## src/rtl/mux_nx1_pkg.sv

```systemverilog
// Shared types and width helpers for the N:1 stream multiplexer.
package mux_nx1_pkg;

  typedef enum logic {
    MODE_DIRECT = 1'b0,
    MODE_SCAN   = 1'b1
  } mux_mode_e;

  // A single-channel index still needs one bit of select.
  function automatic int sel_width(input int depth);
    if (depth <= 1) begin
      return 1;
    end else begin
      return $clog2(depth);
    end
  endfunction

endpackage

```

## src/rtl/rr_pick.sv

```systemverilog
// Round-robin picker: first set mask bit at or after start, wrapping modulo DEPTH.
module rr_pick
  import mux_nx1_pkg::*;
#(
  parameter  int DEPTH = 16,
  localparam int SEL_W = sel_width(DEPTH)
) (
  input  logic [DEPTH-1:0] mask,
  input  logic [SEL_W-1:0] start,
  output logic [SEL_W-1:0] pick,
  output logic             any_set
);

  // Walk offsets from farthest to nearest so the nearest set bit wins.
  always_comb begin
    logic [SEL_W:0]   sum_s;
    logic [SEL_W-1:0] idx_s;
    pick    = {SEL_W{1'b0}};
    any_set = |mask;
    sum_s   = {(SEL_W+1){1'b0}};
    idx_s   = {SEL_W{1'b0}};
    for (int off = DEPTH - 1; off >= 0; off--) begin
      sum_s = {1'b0, start} + (SEL_W+1)'(off);
      if (sum_s >= (SEL_W+1)'(DEPTH)) begin
        sum_s = sum_s - (SEL_W+1)'(DEPTH);
      end else begin
        sum_s = sum_s;
      end
      idx_s = sum_s[SEL_W-1:0];
      if (mask[idx_s]) begin
        pick = idx_s;
      end else begin
        pick = pick;
      end
    end
  end

endmodule

```

## src/rtl/mux_nx1_stream.sv

```systemverilog
// Registered N:1 multiplexer with valid/ready output stage and round-robin scan mode.
module mux_nx1_stream
  import mux_nx1_pkg::*;
#(
  parameter  int WIDTH = 32,
  parameter  int DEPTH = 16,
  localparam int SEL_W = sel_width(DEPTH)
) (
  input  logic                   clk,
  input  logic                   rst,
  input  logic [DEPTH*WIDTH-1:0] din,
  input  logic [SEL_W-1:0]       s,
  input  logic                   mode,
  input  logic [DEPTH-1:0]       ch_mask,
  input  logic                   in_valid,
  output logic                   in_ready,
  output logic [WIDTH-1:0]       cout,
  output logic [SEL_W-1:0]       cout_ch,
  output logic                   cout_err,
  output logic                   cout_valid,
  input  logic                   cout_ready
);

  mux_mode_e        mode_s;
  logic [SEL_W-1:0] scan_ptr_r;
  logic [SEL_W-1:0] pick_s;
  logic             any_set_s;
  logic [SEL_W-1:0] sel_idx_s;
  logic             in_range_s;
  logic [WIDTH-1:0] sel_data_s;
  logic [SEL_W-1:0] next_ptr_s;
  logic             accept_s;

  assign mode_s = mux_mode_e'(mode);

  rr_pick #(
    .DEPTH (DEPTH)
  ) u_rr_pick (
    .mask    (ch_mask),
    .start   (scan_ptr_r),
    .pick    (pick_s),
    .any_set (any_set_s)
  );

  // A scan request with nothing enabled must not be accepted.
  assign in_ready = (!cout_valid || cout_ready) && !((mode_s == MODE_SCAN) && !any_set_s);
  assign accept_s = in_valid && in_ready;

  assign next_ptr_s = (pick_s == SEL_W'(DEPTH - 1)) ? {SEL_W{1'b0}} : pick_s + SEL_W'(1);

  // Choose the channel index for this accept and flag selects past the last channel.
  always_comb begin
    sel_idx_s  = s;
    in_range_s = 1'b1;
    case (mode_s)
      MODE_SCAN: begin
        sel_idx_s  = pick_s;
        in_range_s = 1'b1;
      end
      MODE_DIRECT: begin
        sel_idx_s  = s;
        in_range_s = ({1'b0, s} < (SEL_W+1)'(DEPTH));
      end
      default: begin
        sel_idx_s  = s;
        in_range_s = ({1'b0, s} < (SEL_W+1)'(DEPTH));
      end
    endcase
  end

  // AND-OR data select; an out-of-range index matches no channel and yields zero.
  always_comb begin
    sel_data_s = {WIDTH{1'b0}};
    for (int k = 0; k < DEPTH; k++) begin
      sel_data_s = sel_data_s |
                   (din[k*WIDTH +: WIDTH] & {WIDTH{(sel_idx_s == SEL_W'(k))}});
    end
  end

  // Output register and scan pointer; drain clears only the valid flag.
  always_ff @(posedge clk) begin
    if (rst) begin
      cout       <= {WIDTH{1'b0}};
      cout_ch    <= {SEL_W{1'b0}};
      cout_err   <= 1'b0;
      cout_valid <= 1'b0;
      scan_ptr_r <= {SEL_W{1'b0}};
    end else if (accept_s) begin
      cout       <= sel_data_s;
      cout_ch    <= sel_idx_s;
      cout_err   <= !in_range_s;
      cout_valid <= 1'b1;
      if (mode_s == MODE_SCAN) begin
        scan_ptr_r <= next_ptr_s;
      end else begin
        scan_ptr_r <= scan_ptr_r;
      end
    end else if (cout_ready) begin
      cout_valid <= 1'b0;
    end else begin
      cout_valid <= cout_valid;
    end
  end

endmodule
```

## config.mk

```make
export PLATFORM = sky130hd
export DESIGN_NAME = mux_nx1_stream
export DESIGN_NICKNAME = d
export VERILOG_FILES = /design/src/rtl/mux_nx1_pkg.sv /design/src/rtl/rr_pick.sv /design/src/rtl/mux_nx1_stream.sv
export SDC_FILE = /design/constraint.sdc
export NUM_CORES = 1
export LEC_CHECK = 0
export CORE_AREA = 5 5 221 223
export DETAILED_ROUTE_END_ITERATION = 6
export DIE_AREA = 0 0 226 228
export PLACE_DENSITY = 0.43
export SETUP_SLACK_MARGIN = 0.4
export SYNTH_ARGS = -nofsm -noshare
export SYNTH_HDL_FRONTEND = slang
export SYNTH_SLANG_ARGS = --single-unit
```

## constraint.sdc

```tcl
create_clock -name clk -period 10.4 [get_ports clk]
set_clock_uncertainty 0.1 [all_clocks]
set_input_delay 1.04 -clock clk [delete_from_list [all_inputs] [get_ports clk]]
set_output_delay 1.04 -clock clk [all_outputs]
set_load 0.01 [all_outputs]
```

# After elaboration in Yosys (flattened, before gate mapping)
# Cells that the tools add are included.
[totals] ff_bits=41 in_bits=537 output_inout_bits=39 elab_cells=195
[classes] addsub=32 order_cmp=32 n_eq_ne=16 n_mux=68 bitwise_logic=32 n_reduce_logical=11
[ops] cell="bitwise AND 32 bit" n=16
[ops] cell="bitwise OR 32 bit" n=15
[ops] cell="two-way mux 4 bit" n=33
[ops] cell="< comparator 4 x 5 -> 1 bit (second input constant)" n=16
[ops] cell=">= comparator 5 bit (second input constant)" n=15
[ops] cell="binary-select mux 1 bit (select 4 bit)" n=16
[ops] cell="subtractor 4 x 1 -> 4 bit (second input constant)" n=16
[ops] cell="adder 4 x 4 -> 5 bit (second input constant)" n=8
[ops] cell="== test 4 bit (second input constant)" n=9
[ops] cell="adder 4 x 3 -> 5 bit (second input constant)" n=4
[ops] cell="two-way mux 1 bit" n=18
[ops] cell="== test 4 x 3 -> 1 bit (second input constant)" n=4
[ops] cell="OR reduction 16 bit" n=1
[ops] cell="adder 4 x 2 -> 5 bit (second input constant)" n=2
[ops] cell="== test 4 x 2 -> 1 bit (second input constant)" n=2
[ops] cell="case mux 4 bit (2 select lines)" n=1
[ops] cell="adder 4 x 1 -> 5 bit (second input constant)" n=1
[ops] cell=">= comparator 4 x 5 -> 1 bit (second input constant)" n=1
[ops] cell="adder 4 x 1 -> 4 bit (second input constant)" n=1
[ops] cell="== test 4 x 1 -> 1 bit (second input constant)" n=1
[ops] cell="zero test 4 bit" n=1
[ops] cell="logical AND 1 bit" n=3
[ops] cell="zero test 1 bit" n=3
[ops] cell="AND reduction 2 bit" n=1
[ops] cell="3 further kinds" n=3

# Longest topological paths before layout
# Gate-level depths: netlist of run 1.
[depth] ltp_word=39 ltp_mapped=21 ltp_nobuf=14

# By module
# Synthesis of run 1 repeated with hierarchy kept, for this count alone.
[unflattened] cells_unflattened=1092 area_unflattened_um2=8516.9
[by_module_without_submodules] mod="mux_nx1_stream" instances=1 cells_each=835 area_per_inst_um2=6254.7 seq_area_each_um2=820.8
[by_module_without_submodules] mod="rr_pick" instances=1 cells_each=257 area_per_inst_um2=2262.2 seq_area_each_um2=0.0

# Worst setup path before layout of run 1
# No wires, ideal clock.
[synth_path] path_type="flip-flop to flip-flop" from="register scan_ptr_r[1]" to="register cout[5]" setup_ps=135 arrival_ps=4837 required_time_ps=10165 setup_slack_ps=5327 path_stages_with_launch=18 path_buffers=5 synth_period_minus_slack_ps=5073 path_cell_list="dfxtp_1 clkbuf_1 inv_1 ha_1 buf_4 buf_2 mux4_2 mux2_2 a22oi_1 nand3_1 a311o_1 a22oi_1 a21o_1 buf_2 buf_1 mux2_2 a2111oi_0 a31oi_1"
[synth_between] elab_chain_cells=39 elab_cells_between_ends=159 cone_classes="31 x add/sub; 16 x order compare; 15 x eq/ne; 65 x mux; 31 x bitwise; 1 x reduce/logical"
[synth_rtl] element="start, declared" line="mux_nx1_stream.sv:25" text="logic [SEL_W-1:0] scan_ptr_r;"
[synth_rtl] element="start signal, assigned" line="mux_nx1_stream.sv:87" text="scan_ptr_r <= {SEL_W{1'b0}};"
[synth_rtl] element="start signal, assigned" line="mux_nx1_stream.sv:94" text="scan_ptr_r <= next_ptr_s;"
[synth_rtl] element="start signal, assigned" line="mux_nx1_stream.sv:96" text="scan_ptr_r <= scan_ptr_r;"
[synth_rtl] element="adder 4 x 4 -> 5 bit" line="rr_pick.sv:23" text="sum_s = {1'b0, start} + (SEL_W+1)'(off);"
[synth_rtl] element="subtractor 4 x 1 -> 4 bit or >= comparator 5 bit (tied branches)" line="rr_pick.sv:25, rr_pick.sv:24"
[synth_rtl] element="two-way mux 4 bit" line="rr_pick.sv:24" text="if (sum_s >= (SEL_W+1)'(DEPTH)) begin"
[synth_rtl] element="binary-select mux 1 bit (select 4 bit)" line="rr_pick.sv:30" text="if (mask[idx_s]) begin"
[synth_rtl] element="two-way mux 1 bit (implied by the code)" line="rr_pick.sv:30"
[synth_rtl] element="two-way mux 4 bit (15 in a row)" line="rr_pick.sv:30"
[synth_rtl] element="two-way mux 4 bit *" line="rr_pick.sv:30"
[synth_rtl] element="case mux 4 bit (2 select lines) *" line="mux_nx1_stream.sv:55" text="case (mode_s)"
[synth_rtl] element="== test 4 x 1 -> 1 bit or zero test 4 bit (tied branches)" line="mux_nx1_stream.sv:76" text="(din[k*WIDTH +: WIDTH] & {WIDTH{(sel_idx_s == SEL_W'(k))}});"
[synth_rtl] element="bitwise AND 32 bit" line="mux_nx1_stream.sv:76"
[synth_rtl] element="bitwise OR 32 bit (14 in a row)" line="mux_nx1_stream.sv:75" text="sel_data_s = sel_data_s |"
[synth_rtl] element="bitwise OR 32 bit *" line="mux_nx1_stream.sv:75"
[synth_rtl] element="end signal, assigned" line="mux_nx1_stream.sv:83" text="cout <= {WIDTH{1'b0}};"
[synth_rtl] element="end signal, assigned" line="mux_nx1_stream.sv:89" text="cout <= sel_data_s;"
[synth_rtl] element="end, declared" line="mux_nx1_stream.sv:17" text="output logic [WIDTH-1:0] cout,"
# Mark *: on every way between the ends. The rest lies on a longest branch, timed or not. The select of a mux whose other input is x is not followed.
# A chain may end at the register's enable or synchronous reset.

# Final worst setup path of run 1
[layout_path] from="register scan_ptr_r[1]" to="register cout[9]"
# The elaborated chain is that of the path after synthesis.

==> results.cfg, run 1 <==
[clock_network]
clkSlewWorstSetupHoldPaths_ns = 0.08
cts_sinks = 41
cts_buffer_depth = 2
ctsHoldBuffers = 0
clk_root_buffer_cell = clkbuf_16
cts_inserted_buffers = 5
htree_num_levels = 2
cts_tree = built
cts-resized-gates = 0
cts_setup_buffers = 0
clock_latency_ns = 0.31

[pwr]
powerDensity_nw_per_um2 = 231
p_leak_nw = 5.07
peakVddDrop_mv = 0.148
power.total_mw = 3.39

[synthesis]
yosysTopAreaCellShare = 0.131
yosys-top-cells-area = mux2i_1, dfxtp_1, nand2_1
yosys_warnings = 0
synthDistinctLibCells = 79
synth.yosys.seq_area_share = 0.101
syn_avg_cell_area_um2 = 7.57
yosys.area.top_type = mux2i_1
synth_edf_count = 0
syn_nets = 1613
netlist_area_um2 = 8090
ys_seq_elements = 41
synth_common_cells = nand2_1, mux2i_1, nor2_1
synthFlopType = dfxtp_1
synth.most_common_cell = nand2_1
async_reset_ff_frac = 0
synth_cells = 1069

[timing]
max_slew_margin = 0.0943
fmax_mhz = 127
grt_setup_unrepaired = false
final_hold_viol_count = 0
finalCritPeriodShare = 0.757
setup_violations = 0
maxSlewViolCount = 0
finalSetupTns_ns = 0
fin_ws_ns = 2.53
worstMarginPinSlew_ns = 1.35
fin_crit_ns = 7.87
hold_ws_ns = 0.364

[global_routing]
antenna_found_initial = 26
grt_pass1_vias = 12817
grt_pass1_wl_mm = 108
overflow = 0
grt_max_degree = 53
grt_usage = 0.299

[routing]
drt-total-wl_mm = 81.0
drt-initial-drc-count = 1162
wire_per_inst_um = 36.6
drc_errors = 0
first_pass_iters = 5
drtAntennaViolNets = 0
vias = 12434
via_per_inst = 5.61

[setup_path]
cp_max_fo = 41
cp-start-kind = register
crit_arrival_ns = 8.01
endpoint = cout[9]
crit_path_end_kind = register
rrSetupSlack_ns = 2.53
r2r-end = cout[9]
crit_type = reg2reg
rr_startpoint = scan_ptr_r[1]
crit_path_start = scan_ptr_r[1]
r2r_cells = 16
worstPathRequired_ns = 10.54

[run_status]
status = completed

[placed_design]
place_area_um2 = 14500
dpl.cell_count = 2195
pre_cts_ws_ns = 2.73
dp_hpwl_mm = 66.9
place.gp.congestion = 0.915
port_buffers = 574

[layout]
drive_above_1_share = 0.0758
fin_util = 0.317
layout.nets = 2139
fill_cells = 4983
multi_input_area_um2 = 6860
area_growth_pct = 81.4
regArea_um2 = 822
fin_area_um2 = 14700
final_cells = 2216

[die]
die_area_um2 = 51500
rows = 79
die_x_um = 226
die_y_um = 228
core-area_um2 = 46400
start_util = 0.175
ios = 576

[hold_path]
hold_path_class = reg2reg

[run]
max_cap_viol_count = 0
layout make-up:
cell class	count	area share
clock inverter	1	0.00205
tap	607	0.0517
multi-input combinational	929	0.467
inverter	9	0.00230
timing repair buffer	609	0.409
clock buffer	7	0.00971
sequential	41	0.0560
antenna	13	0.00222
layer usage:
metal / up-vias / global-route usage / routed length (um)
met1: 6207 / 0.361 / 31700
met4: 12 / 0.0910 / 2490
met3: 122 / 0.0613 / 5900
met2: 696 / 0.529 / 40800
met5: - / 0 / 82
li1: 5397 / - / -
state kept, by name, summed over array words and instances (netlist names):
register,count
scan_ptr_r,4
cout,32
cout_valid,1
cout_ch,4
report_power, final:
group	internal, mW	switching, mW
logic	1.05	1.90
clock network	0.121	0.0946
registers	0.197	0.0272
worst min path at each step:
stage	from	end	slack, ns	cells after the start
after detailed placement	cout_ch[2]	cout_ch[2]	0.35	2
after global routing	cout_ch[2]	cout_ch[2]	0.39	2
after floorplan	cout_ch[0]	cout_ch[0]	0.38	2
after CTS	cout_ch[2]	cout_ch[2]	0.36	2
after global placement	cout_ch[0]	cout_ch[0]	0.34	2
final	cout_ch[2]	cout_ch[2]	0.36	2
layout by cell type, fill, tap and decap left out, types with 12 or more instances in the layout:
cell type and n:
a2111oi_0 14, a211oi_1 16, a21oi_1 67, a221o_1 14
a221oi_1 32, a22o_1 47, a22oi_1 32, a311oi_1 21
a31oi_1 19, and2_1 16, and3_1 17, buf_4 34
clkdlybuf4s50_1 573, dfxtp_1 40, diode_2 13, mux2_2 26
mux2i_1 106, mux4_2 14, nand2_1 112, nand3_1 48
nor2_1 80, nor3_1 15, nor4_1 14, o21ai_0 17
o22ai_1 19, o2bb2ai_1 15, xnor2_1 12
cell families (layout without fill, tap and decap cells):
group / Yosys count / after routing / share of synthesized area
fa+ha+maj: 7 / 7 / 0.0108
buf+inv: 99 / 626 / 0.0606
mux: 147 / 147 / 0.209
compound gates: 409 / 409 / 0.393
other cells: 1 / 14 / 0.000463
simple gates: 349 / 349 / 0.207
xor+xnor: 16 / 16 / 0.0173
flops: 41 / 41 / 0.101
worst max-delay path, stage by stage, from the launching register on:
cell	delay, ns
dfxtp_1	0.31
buf_4	0.34
inv_1	0.24
ha_1	0.95
inv_1	0.30
a2111oi_0	0.79
nor4_2	0.22
mux2i_1	0.48
a2111oi_2	0.17
a2111oi_2	0.60
a221o_4	0.52
buf_4	0.64
nand2_1	0.14
nor2_1	1.04
a22oi_1	0.37
and4_1	0.31
a311oi_1	0.21
Power figures use the tool's default switching activity.
==> run 2: changes to the inputs <==
==> constraint.sdc (replaced) <==
create_clock -name clk -period 7.5 [get_ports clk]
set_clock_uncertainty 0.1 [all_clocks]
set_input_delay 0.75 -clock clk [delete_from_list [all_inputs] [get_ports clk]]
set_output_delay 0.75 -clock clk [all_outputs]
set_load 0.01 [all_outputs]
==> run 2 against run 1 <==
Non-clock buffer count increased by 43. Global-route usage increased by 0.60 points. Die area unchanged. Largest cell class unchanged.
==> results.cfg, run 2 (synthesis results as in run 1) <==
[routing]
drtAntennaViolNets = 0
first_pass_iters = 5
vias = 12540
drt-total-wl_mm = 82.9
wire_per_inst_um = 36.7
via_per_inst = 5.55
drt-initial-drc-count = 1210
drc_errors = 0

[hold_path]
min_from = cout_ch[0]
hold_path_class = reg2reg
min_path_cells = 2
min_to = cout_ch[0]

[timing]
maxSlewViolCount = 0
setup_violations = 0
fin_ws_ns = 0.875
worstMarginPinSlew_ns = 0.941
finalSetupTns_ns = 0
fin_crit_ns = 6.63
fmax_mhz = 151
max_slew_margin = 0.373
finalCritPeriodShare = 0.883
final_hold_viol_count = 0
grt_setup_unrepaired = false

[global_routing]
grt_max_degree = 42
met2_usage = 0.537
grt_usage = 0.305
overflow = 0
grt_pass1_vias = 13055
use_met1 = 0.364
antenna_found_initial = 26
grt_use_met3 = 0.0690
grt_pass1_wl_mm = 110
grt-busiest-layer = met2

[die]
core-area_um2 = 46400
die_y_um = 228
rows = 79
ios = 576
die_area_um2 = 51500
die_x_um = 226
start_util = 0.175

[setup_path]
crit_chain = clkinv_1 -> ha_2 -> mux4_2 -> mux2i_1 -> nor2_1 -> a21oi_1 -> nand3_1 -> or3_1 -> or2_0 -> a31oi_4 -> buf_4 -> mux2i_1 -> o32ai_1 -> a2111oi_0 -> a311oi_1
worstPathRequired_ns = 7.56
crit_top_cell = mux2i_1
r2r_cells = 15
r2r-end = cout[26]
rr_startpoint = scan_ptr_r[0]
cp-start-kind = register
crit_type = reg2reg
crit_arrival_ns = 6.69
cp_slowest_cell = ha_2
rrSetupSlack_ns = 0.87
crit_path_end_kind = register
slowest_delay_ns = 0.77
cp_max_fo = 23

[layout]
fill_cells = 4943
largest_reg_flops = 32
regMostFlops = cout
biggestRegsByFlops = cout: 32 flops, cout_ch: 4 flops, scan_ptr_r: 4 flops
final_cells = 2260
drive_above_1_share = 0.101
final_common_cell = clkdlybuf4s50_1
final_cell_mix = clkdlybuf4s50_1, nand2_1, mux2i_1
area_growth_pct = 85.9
layout.nets = 2182

[clock_network]
cts_inserted_buffers = 5
cts_buffer_depth = 2
cts_setup_buffers = 0
ctsHoldBuffers = 0
clk_root_buffer_cell = clkbuf_16
clock_latency_ns = 0.31
cts_sinks = 41
clkSlewWorstSetupHoldPaths_ns = 0.08
cts_tree = built
htree_num_levels = 2

[pwr]
cell_internal_pwr_mw = 2.01
p_leak_nw = 5.30
peakVddDrop_mv = 0.145
p_sw_mw = 2.78
powerDensity_nw_per_um2 = 318
power_switching_share = 0.581
seqPwrFrac = 0.067
p_clk_frac = 0.056
pwr-share-comb = 0.878

[run_status]
status = completed

[placed_design]
place.gp.congestion = 0.930
dpl.cell_count = 2238
dp_hpwl_mm = 70.6
port_buffers = 574
pre_cts_ws_ns = 0.710

[run]
max_cap_viol_count = 0
-- run 2: power by group through the flow --
| stage | Sequential [mW] | Clock (mW) | Combinational [mW] |
|---|---|---|---|
| finish | 0.320 | 0.266 | 4.20 |
| global route | 0.325 | 0.272 | 4.38 |
| CTS | 0.318 | 0.266 | 4.13 |
| detailed placement | 0.321 | 0 | 4.12 |
| global placement | 0.322 | 0 | 4.15 |
| floorplan | 0.330 | 0 | 2.27 |
-- run 2: worst max-delay path: cells and delay by family (launching register included) --
family | cells | cell delay, ns
adder cells (fa/ha/maj) | 1 | 0.77
flip-flops | 1 | 0.34
AO/OA/AOI/OAI | 5 | 2.20
buffers and inverters | 2 | 0.53
AND/OR/NAND/NOR | 4 | 1.09
multiplexers | 3 | 1.41
-- run 2: worst max-delay path by stage --
stage                     cells past startpoint  slack, ns  endpoint           from
final                                        15       0.87  cout[26]  scan_ptr_r[0]
after floorplan                              17       2.43   cout[5]  scan_ptr_r[1]
after global routing                         15       0.46  cout[15]  scan_ptr_r[0]
after global placement                       15       0.68  cout[26]  scan_ptr_r[0]
after CTS                                    15       0.67  cout[15]  scan_ptr_r[0]
after detailed placement                     15       0.71  cout[18]  scan_ptr_r[0]
-- run 2: final cells by class --
class / count / area, um2 / area share
Timing Repair Buffer: 652 / 6380 / 0.424
Inverter: 9 / 33.8 / 0.00225
Clock buffer: 7 / 153 / 0.0101
Sequential cell: 41 / 821 / 0.0546
Multi-Input combinational cell: 929 / 6860 / 0.456
Antenna cell: 14 / 35.0 / 0.00233
Clock inverter: 1 / 5.00 / 0.000333
Tap cell: 607 / 759 / 0.0505
-- run 2: metrics by stage --
step | utilization | total power, mW | area, um2 | hold WS, ns
3_3_place_gp | 0.320 | 4.48 | 14900 | 0.344
6_report | 0.325 | 4.79 | 15000 | 0.361
4_1_cts | 0.324 | 4.72 | 15000 | 0.359
2_1_floorplan | - | 2.60 | 8090 | 0.381
5_1_grt | 0.324 | 4.98 | 15000 | 0.397
3_5_place_dp | 0.320 | 4.44 | 14900 | 0.348
-- run 2: repair_timing --
action | 4_1_cts | 5_1_grt
setup endpoints to repair | 0 | 6
resized for setup | 0 | 1
endpoints found under the hold margin | 0 | 0
-- run 2: per-layer routing --
layer / routed length [um] / part of all wire / up-vias
met5: 48 / 0.00058 / -
met4: 2680 / 0.032 / 8
met3: 6380 / 0.077 / 98
met2: 41800 / 0.50 / 721
met1: 32100 / 0.39 / 6233
li1: - / - / 5480
==> run 3: changes to the inputs <==
--- a/config.mk
+++ b/config.mk
@@ -5,6 +5,7 @@
 export SDC_FILE = /design/constraint.sdc
 export NUM_CORES = 1
 export LEC_CHECK = 0
+export CAP_MARGIN = 30
 export CORE_AREA = 5 5 221 223
 export DETAILED_ROUTE_END_ITERATION = 6
 export DIE_AREA = 0 0 226 228
==> results of run 3 <==
Same layout as run 2: the final DEF is identical, and so are final timing and power.
